### config.mk
export PLATFORM = sky130hd
export DESIGN_NAME = fft_frame_loader
export DESIGN_NICKNAME = d
export VERILOG_FILES = /design/src/rtl/fft_frame_loader.sv
export SDC_FILE = /design/constraint.sdc
export NUM_CORES = 1
export LEC_CHECK = 0
export BUFFER_PORTS_ARGS = -buffer_cell sky130_fd_sc_hd__buf_4
export CAP_MARGIN = 20
export CORE_MARGIN = 2
export CORE_UTILIZATION = 43
export CTS_CLUSTER_DIAMETER = 50
export DETAILED_ROUTE_END_ITERATION = 7
export HOLD_SLACK_MARGIN = 0.03
export PLACE_DENSITY = 0.63
export SLEW_MARGIN = 20
export SYNTH_ARGS = -nofsm -noshare
export SYNTH_HDL_FRONTEND = slang
export SYNTH_SLANG_ARGS = --single-unit
export TNS_END_PERCENT = 20
### constraint.sdc
create_clock -name clk -period 3.15 [get_ports clk]
set_clock_uncertainty 0.05 [all_clocks]
set_input_delay 0.63 -clock clk [delete_from_list [all_inputs] [get_ports clk]]
set_output_delay 0.63 -clock clk [all_outputs]
set_load 0.02 [all_outputs]
### src/rtl/fft_frame_loader.sv
// Byte-serial frame loader for the 8-point FFT/IFFT core: assembles 32 bytes into held
// parallel sample outputs and times the core latency. Optional FRAME_CHECKSUM_EN adds an XOR check byte.
module fft_frame_loader #(
    parameter int NPTS        = 8,
    parameter int DATA_W      = 16,
    parameter int FFT_LATENCY = 4
) (
    input  logic                     clk,
    input  logic                     reset,
    input  logic [7:0]               in_data,
    input  logic                     in_valid,
    output logic                     in_ready,
    input  logic                     mode_in,
    output logic [NPTS*DATA_W-1:0]   xr_flat,
    output logic [NPTS*DATA_W-1:0]   xi_flat,
    output logic                     mode_out,
    output logic                     frame_valid,
    output logic                     result_valid,
    output logic                     frame_err
);

    localparam int FRAME_BYTES = (NPTS * DATA_W * 2) / 8;
    localparam int BUF_W       = FRAME_BYTES * 8;
    localparam int CNT_W       = $clog2(FRAME_BYTES);
    localparam int LAT_W       = $clog2(FFT_LATENCY + 1);
    localparam logic [CNT_W-1:0] LAST_BYTE = CNT_W'(FRAME_BYTES - 1);
    localparam logic [LAT_W-1:0] LAST_LAT  = LAT_W'(FFT_LATENCY - 1);

    typedef enum logic {
        S_LOAD,
        S_WAIT
    } state_t;

    state_t                   state_q, state_d;
    logic [CNT_W-1:0]         byte_cnt_q, byte_cnt_d;
    logic [BUF_W-1:0]         staging_q, staging_d;
    logic [NPTS*DATA_W-1:0]   xr_q, xr_d;
    logic [NPTS*DATA_W-1:0]   xi_q, xi_d;
    logic                     mode_q, mode_d;
    logic                     frame_valid_q, frame_valid_d;
    logic [LAT_W-1:0]         lat_cnt_q, lat_cnt_d;

    logic                     accept;
    logic                     commit;
    logic [BUF_W-1:0]         commit_buf;

`ifdef FRAME_CHECKSUM_EN
    logic [7:0]               csum_q, csum_d;
    logic                     chk_phase_q, chk_phase_d;
    logic                     frame_err_q, frame_err_d;
`endif

    assign accept = in_valid && (state_q == S_LOAD);

    always_comb begin
        // NOTE: every signal gets a default before any branch; a path that skipped one would infer a latch.
        state_d       = state_q;
        byte_cnt_d    = byte_cnt_q;
        staging_d     = staging_q;
        xr_d          = xr_q;
        xi_d          = xi_q;
        mode_d        = mode_q;
        frame_valid_d = frame_valid_q;
        lat_cnt_d     = lat_cnt_q;
        commit        = 1'b0;
        commit_buf    = staging_q;
`ifdef FRAME_CHECKSUM_EN
        csum_d        = csum_q;
        chk_phase_d   = chk_phase_q;
        frame_err_d   = frame_err_q;
`endif

        unique case (state_q)
            S_LOAD: begin
                if (accept) begin
`ifdef FRAME_CHECKSUM_EN
                    if (chk_phase_q) begin
                        // Check byte: staging already holds all 32 data bytes.
                        chk_phase_d = 1'b0;
                        csum_d      = 8'h00;
                        byte_cnt_d  = '0;
                        if (in_data == csum_q) begin
                            commit = 1'b1;
                        end else begin
                            frame_err_d = 1'b1;
                        end
                    end else begin
                        staging_d[{byte_cnt_q, 3'b000} +: 8] = in_data;
                        csum_d     = csum_q ^ in_data;
                        byte_cnt_d = byte_cnt_q + 1'b1;
                        if (byte_cnt_q == LAST_BYTE) begin
                            chk_phase_d = 1'b1;
                        end
                    end
                    commit_buf = staging_q;
`else
                    staging_d[{byte_cnt_q, 3'b000} +: 8] = in_data;
                    byte_cnt_d = byte_cnt_q + 1'b1;
                    commit     = (byte_cnt_q == LAST_BYTE);
                    // The final byte must reach the outputs in the same edge it is accepted.
                    commit_buf = staging_d;
`endif
                    if (commit) begin
                        for (int k = 0; k < NPTS; k++) begin
                            xr_d[DATA_W*k +: DATA_W] = commit_buf[2*DATA_W*k +: DATA_W];
                            xi_d[DATA_W*k +: DATA_W] = commit_buf[2*DATA_W*k + DATA_W +: DATA_W];
                        end
                        mode_d        = mode_in;
                        frame_valid_d = 1'b1;
                        lat_cnt_d     = '0;
                        state_d       = S_WAIT;
                    end
                end
            end

            S_WAIT: begin
                if (lat_cnt_q == LAST_LAT) begin
                    frame_valid_d = 1'b0;
                    lat_cnt_d     = '0;
                    state_d       = S_LOAD;
                end else begin
                    lat_cnt_d = lat_cnt_q + 1'b1;
                end
            end

            default: state_d = S_LOAD;
        endcase
    end

    // NOTE: the staging buffer is a plain register array, not a RAM, so it can be cleared by reset.
    always_ff @(posedge clk) begin
        if (reset) begin
            state_q       <= S_LOAD;
            byte_cnt_q    <= '0;
            staging_q     <= '0;
            xr_q          <= '0;
            xi_q          <= '0;
            mode_q        <= 1'b0;
            frame_valid_q <= 1'b0;
            lat_cnt_q     <= '0;
        end else begin
            // NOTE: non-blocking assignments so every flop samples pre-edge values.
            state_q       <= state_d;
            byte_cnt_q    <= byte_cnt_d;
            staging_q     <= staging_d;
            xr_q          <= xr_d;
            xi_q          <= xi_d;
            mode_q        <= mode_d;
            frame_valid_q <= frame_valid_d;
            lat_cnt_q     <= lat_cnt_d;
        end
    end

`ifdef FRAME_CHECKSUM_EN
    always_ff @(posedge clk) begin
        if (reset) begin
            csum_q      <= 8'h00;
            chk_phase_q <= 1'b0;
            frame_err_q <= 1'b0;
        end else begin
            csum_q      <= csum_d;
            chk_phase_q <= chk_phase_d;
            frame_err_q <= frame_err_d;
        end
    end

    assign frame_err = frame_err_q;
`else
    assign frame_err = 1'b0;
`endif

    assign in_ready     = (state_q == S_LOAD);
    assign result_valid = (state_q == S_WAIT) && (lat_cnt_q == LAST_LAT);
    assign xr_flat      = xr_q;
    assign xi_flat      = xi_q;
    assign mode_out     = mode_q;
    assign frame_valid  = frame_valid_q;

endmodule

**Word level (Yosys, flattened, before mapping)**

Cells that the tools add are included.

- Register bits: 523
- Logic and storage cells: 38
- Output and inout bits: 261
- Bits in read-only memories: 0
- Bits in latches: 0
- Memories: 0
- Input port bits: 12
- RAM bits: 0

- Multiplexer cells: 13
- Reduce and logical (&&, ||, !) cells: 6
- Shift operators: 2
- Div/mod/pow operators: 0
- Equal/unequal tests: 5
- Bitwise operators: 1
- Add/sub/neg operators: 3
- Multiply operators: 0
- $lt $le $gt $ge: 0

Operators with widths:

| cell | count |
|---|---|
| $bwmux W256 | 1 |
| $shift A8 B10 Y256 const A | 1 |
| $shiftx A8 B10 Y256 | 1 |
| $neg A8 Y10 | 1 |
| $mux W3 | 3 |
| $mux W1 | 6 |
| $ne A2 B1 Y1 const B | 3 |
| $pmux W3 S2 | 1 |
| $reduce_and A3 Y1 | 2 |
| $add A5 B1 Y5 const B | 1 |
| $eq A5 B5 Y1 const B | 1 |
| $pmux W1 S2 | 2 |
| $reduce_and A2 Y1 | 2 |
| $add A3 B1 Y3 const B | 1 |
| $eq A3 B2 Y1 const B | 1 |
| $logic_and A1 B1 Y1 | 2 |
| $not A1 Y1 | 1 |

**Longest topological paths before layout**

Gate-level depths: netlist of run 1.

- Word-level depth: 4
- Gate-level depth with buffers: 13
- Mapped depth without buffers: 7

**Worst setup path after synthesis of run 1**

Ideal clock, no wire load.

- Path type: flip-flop to flip-flop
- Start point: register byte_cnt_q[0]
- End point: register xr_q[16] (netlist: xr_flat[16])
- Arrival time: 2745 ps
- Data required time: 2966 ps
- Cell stages (with the launch flop): 13
- Slack: 221 ps
- Setup time: 134 ps
- Clock period less this slack: 2929 ps
- Path buffers: 5
- Cells stage by stage: dfxtp_1 buf_4 clkbuf_1 inv_1 ha_1 clkbuf_1 or2_2 clkbuf_1 nor2_1 buf_1 o21ai_1 nand2_1 a211oi_1

- Cells in the longest elaborated chain, start to end: 3
- Elaborated cells on any way between the ends: 6
- Classes of those cells: add/sub (1); eq/ne (1); shift (2); mux (1); reduce/logical (1)

RTL lines:

| item | RTL line | text |
|---|---|---|
| start: declaration | 35 | `logic [CNT_W-1:0] byte_cnt_q, byte_cnt_d;` |
| start signal: assignment | 144 | `byte_cnt_q <= byte_cnt_d;` |
| $neg A8 Y10 | 97 | `staging_d[{byte_cnt_q, 3'b000} +: 8] = in_data;` |
| $shiftx A8 B10 Y256 or $shift A8 B10 Y256 (tied branches) | 97 |  |
| $bwmux W256 | 97 |  |
| end signal: assignment | 146 | `xr_q <= xr_d;` |
| end: declaration | 37 | `logic [NPTS*DATA_W-1:0] xr_q, xr_d;` |

Several ways; a longest one is shown, not always the timed one.
A chain may end at the register's enable or synchronous reset.

**Worst setup path in the final report of run 1**

- Start point: register byte_cnt_q[0]
- End point: register xi_q[23] (netlist: xi_flat[23])

- Cells in the longest elaborated chain, start to end: 3
- Elaborated cells on any way between the ends: 6
- Classes of those cells: add/sub (1); eq/ne (1); shift (2); mux (1); reduce/logical (1)

RTL lines:

| item | RTL line | text |
|---|---|---|
| $neg A8 Y10 | 97 |  |
| $shiftx A8 B10 Y256 or $shift A8 B10 Y256 (tied branches) | 97 |  |
| $bwmux W256 | 97 |  |
| end signal: assignment | 147 | `xi_q <= xi_d;` |
| end: declaration | 38 | `logic [NPTS*DATA_W-1:0] xi_q, xi_d;` |

Several ways; a longest one is shown, not always the timed one.

==> metrics.csv, run 1 <==
metric,value,unit
clock_latency,0.62,ns
synth_area_per_cell,9.09,µm²
initial_core_util,43.3,%
slew_violations,0,
setup_viol,0,
finalWorstPathRequiredPeriod,2.98,ns
ant_nets,0,
worst_path_max_delay_cell,a221oi_1,
hold_viol,0,
final_nets,2611,
fmax,0.335,GHz
holdCritPathClass,in -> reg,
outcome,"finished, final reports clean",
cp-start-kind,register,
cts_tree,done,
synth_edf_count,0,
cts-root-buf,clkbuf_16,
clockBufferDepth,3,
ir_worst_vdd,0.440,mV
worst_pin_slew,0.869,ns
gp_congestion,0.915,
core,0.0500,mm²
p_leak,10.7,nW
drive_gt1_share,19.0,%
grt_pass1_wl,106,mm
vias,18800,
ys_seq_area_share,48.4,%
grt_max_degree,107,
numClockSinks,523,
syn_inst,2382,
synth_flop_cell,dfxtp_1,
rsz0062_at_grt,false,
max_slew_margin,41.7,%
path_clk_slew,0.06,ns
drc_errors,0,
dp_hpwl,47.3,mm
io_pins,273,
grt_antenna_before_repair,2,
area_delta_synth_final,22.0,%
critPathKind,reg -> reg,
cp.arrival,3.42,ns
port_buffers,271,
die_area,0.0522,mm²
die_y,228,µm
grt_overflow,0,
wl_per_cell,20.8,µm
synth_area_leader_cell,dfxtp_1,
critical_path.most_common_cell,buf_4,
crit_chain,"inv_1, ha_1, buf_4, o21bai_1, a21boi_1, buf_4, o21ai_1, a221oi_1, nor3_1",
fp.dieW,228,µm
critPathMaxStageDelay,0.55,ns
grt.total_usage,25.4,%
synthesis.area,0.0217,mm²
synth-async-reset-ratio,0,%
synth_cell_type_count,60,
fin_crit_sh,94.7,%
htree_levels,2,
synthTopCellsByArea,"dfxtp_1 (48%), mux2i_1 (16%), nor2_1 (9.8%)",
ys_ff_latch,523,
drt_iter0_markers,1434,
cts_buffers,59,
timing.hold.ws,0.215,ns
drv_cap,0,
viasPerCell,5.66,
yosys_warnings,0,
powerDensity,544,mW/mm²
cp_max_fo,9,
drt-total-wl,68.8,mm
cp.required,3.59,ns
firstDrtPassIters,5,
finalSetupTns,0,ns
cts_setup_buffers,0,
nFillCells,4551,
syn_nets,2401,
crit_path_end_kind,register,
std_cell_rows,82,
synth_top_cell_area_share,48.4,%
grt_pass1_vias,17900,
stage by stage:
step                area, µm²  setup WS [ns]  total power [mW]  std cells  utilization (%)
finish                  26400          0.168              14.4       3313             52.8
global route            26400         0.0731              14.8       3313             52.8
CTS                     26400          0.248              14.4       3312             52.8
detailed placement      24400          0.252              7.59       3203             48.9
global placement        24400          0.332              7.58       3203             48.9
floorplan               21700          0.221              7.31       2382                -
cells in the final DEF, fill, tap and decap left out, types with 3 or more instances in the layout:
cell type | synthesis | routed
a211oi_1 | 136 | 136
a21oi_1 | 46 | 46
a21oi_2 | 14 | 14
a221oi_1 | 96 | 96
a311oi_1 | 24 | 24
a32o_1 | 3 | 3
and2_1 | 6 | 6
and3_1 | 11 | 10
buf_12 | 0 | 10
buf_4 | 12 | 339
bufinv_16 | 0 | 4
clkbuf_1 | 159 | 14
clkbuf_16 | 0 | 59
clkbuf_8 | 0 | 12
clkinv_2 | 0 | 9
dfxtp_1 | 523 | 523
ha_1 | 7 | 7
inv_1 | 5 | 5
inv_6 | 0 | 8
mux2i_1 | 338 | 337
nand2_1 | 96 | 95
nand2_2 | 7 | 7
nand2b_1 | 10 | 10
nand3_1 | 39 | 39
nor2_1 | 567 | 566
nor2_2 | 2 | 3
nor2b_1 | 4 | 3
nor3_1 | 185 | 185
o21ai_0 | 5 | 3
o21ai_1 | 8 | 10
o21ai_2 | 6 | 6
or2_2 | 6 | 6
sequential cells by signal, summed over array words and instances (netlist names):
| signal | flops |
|---|---|
| byte_cnt_q | 5 |
| lat_cnt_q | 3 |
| state_q | 1 |
| xi_flat | 128 |
| mode_out | 1 |
| frame_valid | 1 |
| staging_q | 256 |
| xr_flat | 128 |
cell families after synthesis:
logic type	share of synthesized area [%]
AO/OA/AOI/OAI	12.6
XOR/XNOR	0.202
adder cells (fa/ha/maj)	0.404
buffers and inverters	3.97
flip-flops	48.4
multiplexers	15.7
other	0.0173
AND/OR/NAND/NOR	18.8
layout make-up:
type / instances / area [µm²] / share of cell area, %
sequential: 523 / 10500 / 39.6
timing repair buffer: 350 / 2760 / 10.5
clock buffer: 85 / 1690 / 6.42
tap: 672 / 841 / 3.18
multi-input combinational: 1653 / 10400 / 39.2
clock inverter: 24 / 262 / 0.990
antenna: 1 / 2.50 / 0.00948
inverter: 5 / 18.8 / 0.0711
synth_stat cells (6+ instances only):
| cell type | instances |
|---|---|
| a211oi_1 | 136 |
| a21oi_1 | 46 |
| a21oi_2 | 14 |
| a221oi_1 | 96 |
| a311oi_1 | 24 |
| and2_1 | 6 |
| and3_1 | 11 |
| buf_2 | 27 |
| buf_4 | 12 |
| clkbuf_1 | 159 |
| dfxtp_1 | 523 |
| ha_1 | 7 |
| mux2i_1 | 338 |
| nand2_1 | 96 |
| nand2_2 | 7 |
| nand2b_1 | 10 |
| nand3_1 | 39 |
| nor2_1 | 567 |
| nor3_1 | 185 |
| o21ai_1 | 8 |
| o21ai_2 | 6 |
| or2_2 | 6 |
critical path: cells and delay by family, from the launching register on:
kind / cells / cell delay [ns]
buffers and inverters: 3 / 0.53
DFF: 1 / 0.34
and+or+nand+nor: 1 / 0.10
adders and majority gates: 1 / 0.32
AOI/OAI and AO/OA: 4 / 1.51
power by group:
part           switching, mW  leakage (nW)  internal [mW]
sequential           0.00663          4.21           6.63
combinational          0.635          5.53          0.191
clock                   2.83         0.964           4.07
total                   3.47          10.7           10.9
worst paths after layout:
| path | startpoint | end | cells after the start | slack (ns) |
|---|---|---|---|---|
| max | byte_cnt_q[0]$_SDFFE_PP0P_ | xi_flat[23]$_SDFFE_PP0P_ | 9 | 0.17 |
| min reg2reg | staging_q[1]$_SDFFE_PP0P_ | staging_q[1]$_SDFFE_PP0P_ | 2 | 0.40 |
| max reg2reg | byte_cnt_q[0]$_SDFFE_PP0P_ | xi_flat[23]$_SDFFE_PP0P_ | 9 | 0.17 |
| min | mode_in | mode_out$_SDFFE_PP0P_ | 3 | 0.22 |
layer usage:
metal / vias to the layer above / routed length [µm] / share of wire [%] / track usage (%)
met5: - / 0 / 0 / 0
met4: 0 / 2920 / 4.2 / 11.7
met3: 155 / 4390 / 6.4 / 4.12
met2: 719 / 32100 / 47 / 41.1
met1: 8994 / 29400 / 43 / 33.3
li1: 8890 / - / - / -
repair_timing:
item / in CTS / in global routing
resized for setup: 0 / 1
hold buffers: 0 / 0
setup endpoints to repair: 0 / 1
No activity file was read; power rests on OpenSTA's default activity.
==> run 2, diff against run 1 <==
- REMOVE_ABC_BUFFERS: unset -> 1
==> run 2 against run 1 <==
Clock-buffer cell count down 10. Via count shrank 1.2%. Non-clock buffer count shrank 3.
==> metrics.csv, run 2 (synthesis results as in run 1) <==
metric,value,unit,change
drt-total-wl,66.5,mm,was 68.8 mm
worst_pin_slew,0.806,ns,was 0.869 ns
io_pins,273,,unchanged
firstDrtPassIters,5,,unchanged
wl_per_cell,20.1,µm,was 20.8 µm
p_comb_share,5.7,%,was 5.8%
cts_setup_buffers,0,,unchanged
post_dp_cell_area,0.0245,mm²,was 0.0244 mm²
ir_worst_vdd,0.355,mV,was 0.440 mV
hold_viol,0,,unchanged
design_area,0.0266,mm²,was 0.0264 mm²
die_area,0.0522,mm²,unchanged
hold_buffers,0,,unchanged
viasPerCell,5.60,,was 5.66
grt_antenna_before_repair,1,,was 2
powerDensity,557,mW/mm²,was 544 mW/mm²
final_cell_mix,"nor2_1 (567), dfxtp_1 (523), mux2i_1 (337)",,"was nor2_1 (566), dfxtp_1 (523), buf_4 (339)"
grt_pass1_vias,17700,,was 17.9k
path_buf_inv,1,,was 3
drt_iter0_markers,1418,,was 1434
dp_hpwl,44.3,mm,was 47.3 mm
drc_errors,0,,unchanged
cts_buffers,57,,was 59
core,0.0500,mm²,unchanged
p_total,14.8,mW,was 14.4 mW
fmax,0.339,GHz,was 0.335 GHz
stdcell_count,3308,,was 3313
area_delta_synth_final,22.7,%,was 22.0%
regMostFlops,staging_q,,unchanged
max_slew_margin,45.9,%,was 41.7%
die_y,228,µm,unchanged
grt_overflow,0,,unchanged
cts_resized,1,,was 0
drv_cap,0,,unchanged
swShare,23.5,%,was 24.2%
cp.arrival,3.37,ns,was 3.42 ns
worst_path_max_delay_cell,or4b_1,,was a221oi_1
internal_power,11.3,mW,was 10.9 mW
critPathKind,reg -> reg,,unchanged
holdCritPathClass,in -> reg,,unchanged
p_leak,10.8,nW,was 10.7 nW
critPathMaxStageDelay,0.64,ns,was 0.55 ns
gp_congestion,0.825,,was 0.915
slew_violations,0,,unchanged
post-route-util,53.2,%,was 52.8%
cts_tree,done,,unchanged
dp_cells,3200,,was 3203
crit_chain,"inv_1, ha_1, or4b_1, nand3_1, nor3_1, a221oi_1, nor3_1",,"was inv_1, ha_1, buf_4, o21bai_1, a21boi_1, buf_4, o21ai_1, a221oi_1, nor3_1"
grt.total_usage,24.7,%,was 25.4%
rsz0062_at_grt,true,,was false
crit_path_end_kind,register,,unchanged
drive_gt1_share,19.4,%,was 19.0%
cp_top_family,simple AND/OR/NAND/NOR gates,,was compound AO/OA/AOI/OAI gates
cts-root-buf,clkbuf_16,,unchanged
grt_pass1_wl,103,mm,was 106 mm
grt_max_degree,128,,was 107
p_switching,3.48,mW,was 3.47 mW
sequentialPowerShare,44.9,%,was 46.2%
std_cell_rows,82,,unchanged
setup_viol,0,,unchanged
cp.required,3.56,ns,was 3.59 ns
clockBufferDepth,3,,unchanged
port_buffers,271,,unchanged
path_clk_slew,0.06,ns,about the same
clock_latency,0.61,ns,was 0.62 ns
fp.dieW,228,µm,unchanged
largest_reg_flops,256,,unchanged
final_nets,2606,,was 2611
ant_nets,0,,unchanged
vias,18500,,was 18.8k
numClockSinks,523,,unchanged
outcome,"finished, final reports clean",,unchanged
layout_commonest_cell,nor2_1,,unchanged
timing.hold.ws,0.214,ns,was 0.215 ns
fin_crit_sh,93.7,%,was 94.7%
cp-start-kind,register,,unchanged
critical_path.most_common_cell,nor3_1,,was buf_4
power_frac_clock,49.5,%,was 48.1%
htree_levels,2,,unchanged
cp_max_fo,11,,was 9
initial_core_util,43.3,%,unchanged
finalWorstPathRequiredPeriod,2.95,ns,was 2.98 ns
==> run 2: final timing paths <==
| kind | from | cells after the start | to | slack [ns] |
|---|---|---|---|---|
| setup / recovery | byte_cnt_q[1]$_SDFFE_PP0P_ | 7 | xr_flat[94]$_SDFFE_PP0P_ | 0.20 |
| hold / removal | mode_in | 3 | mode_out$_SDFFE_PP0P_ | 0.21 |
| setup reg to reg | byte_cnt_q[1]$_SDFFE_PP0P_ | 7 | xr_flat[94]$_SDFFE_PP0P_ | 0.20 |
| hold reg to reg | staging_q[38]$_SDFFE_PP0P_ | 2 | xr_flat[22]$_SDFFE_PP0P_ | 0.40 |
==> run 2: layout make-up <==
type	count	area [µm²]
fill	4581	23400
sequential	523	10500
multi-input combinational	1653	10400
timing repair buffer	347	2740
clock buffer	75	1630
tap	672	841
clock inverter	32	454
inverter	5	18.8
antenna	1	2.50
==> run 2: worst reg2reg max path, delay by kind of cell, from the launching register on <==
kind / cells / cell delay, ns
compound gates: 1 / 0.48
simple gates: 4 / 1.38
flops: 1 / 0.31
fa+ha+maj: 1 / 0.49
buf+inv: 1 / 0.09
==> run 2: power groups by stage <==
stage	clock, mW	combinational (mW)	sequential (mW)
after floorplan	0	0.361	6.79
after global placement	0	0.812	6.78
after detailed placement	0	0.823	6.78
after CTS	7.42	0.828	6.63
after global routing	7.69	0.895	6.63
final	7.31	0.839	6.63
==> run 2: metrics by stage <==
step / TNS, ns / setup WS (ns)
global placement: 0 / 0.210
global route: -0.0238 / -0.0217
detailed placement: 0 / 0.0417
floorplan: -1413.41 / -5.47
CTS: 0 / 0.117
finish: 0 / 0.198
==> run 2: layer usage <==
metal | GRT usage (%) | vias to the layer above | share of wire, %
met2 | 39.3 | 613 | 46
li1 | - | 8843 | -
met4 | 9.64 | 0 | 3.3
met1 | 33.6 | 8962 | 45
met3 | 3.98 | 113 | 6.2
met5 | 0 | - | 0
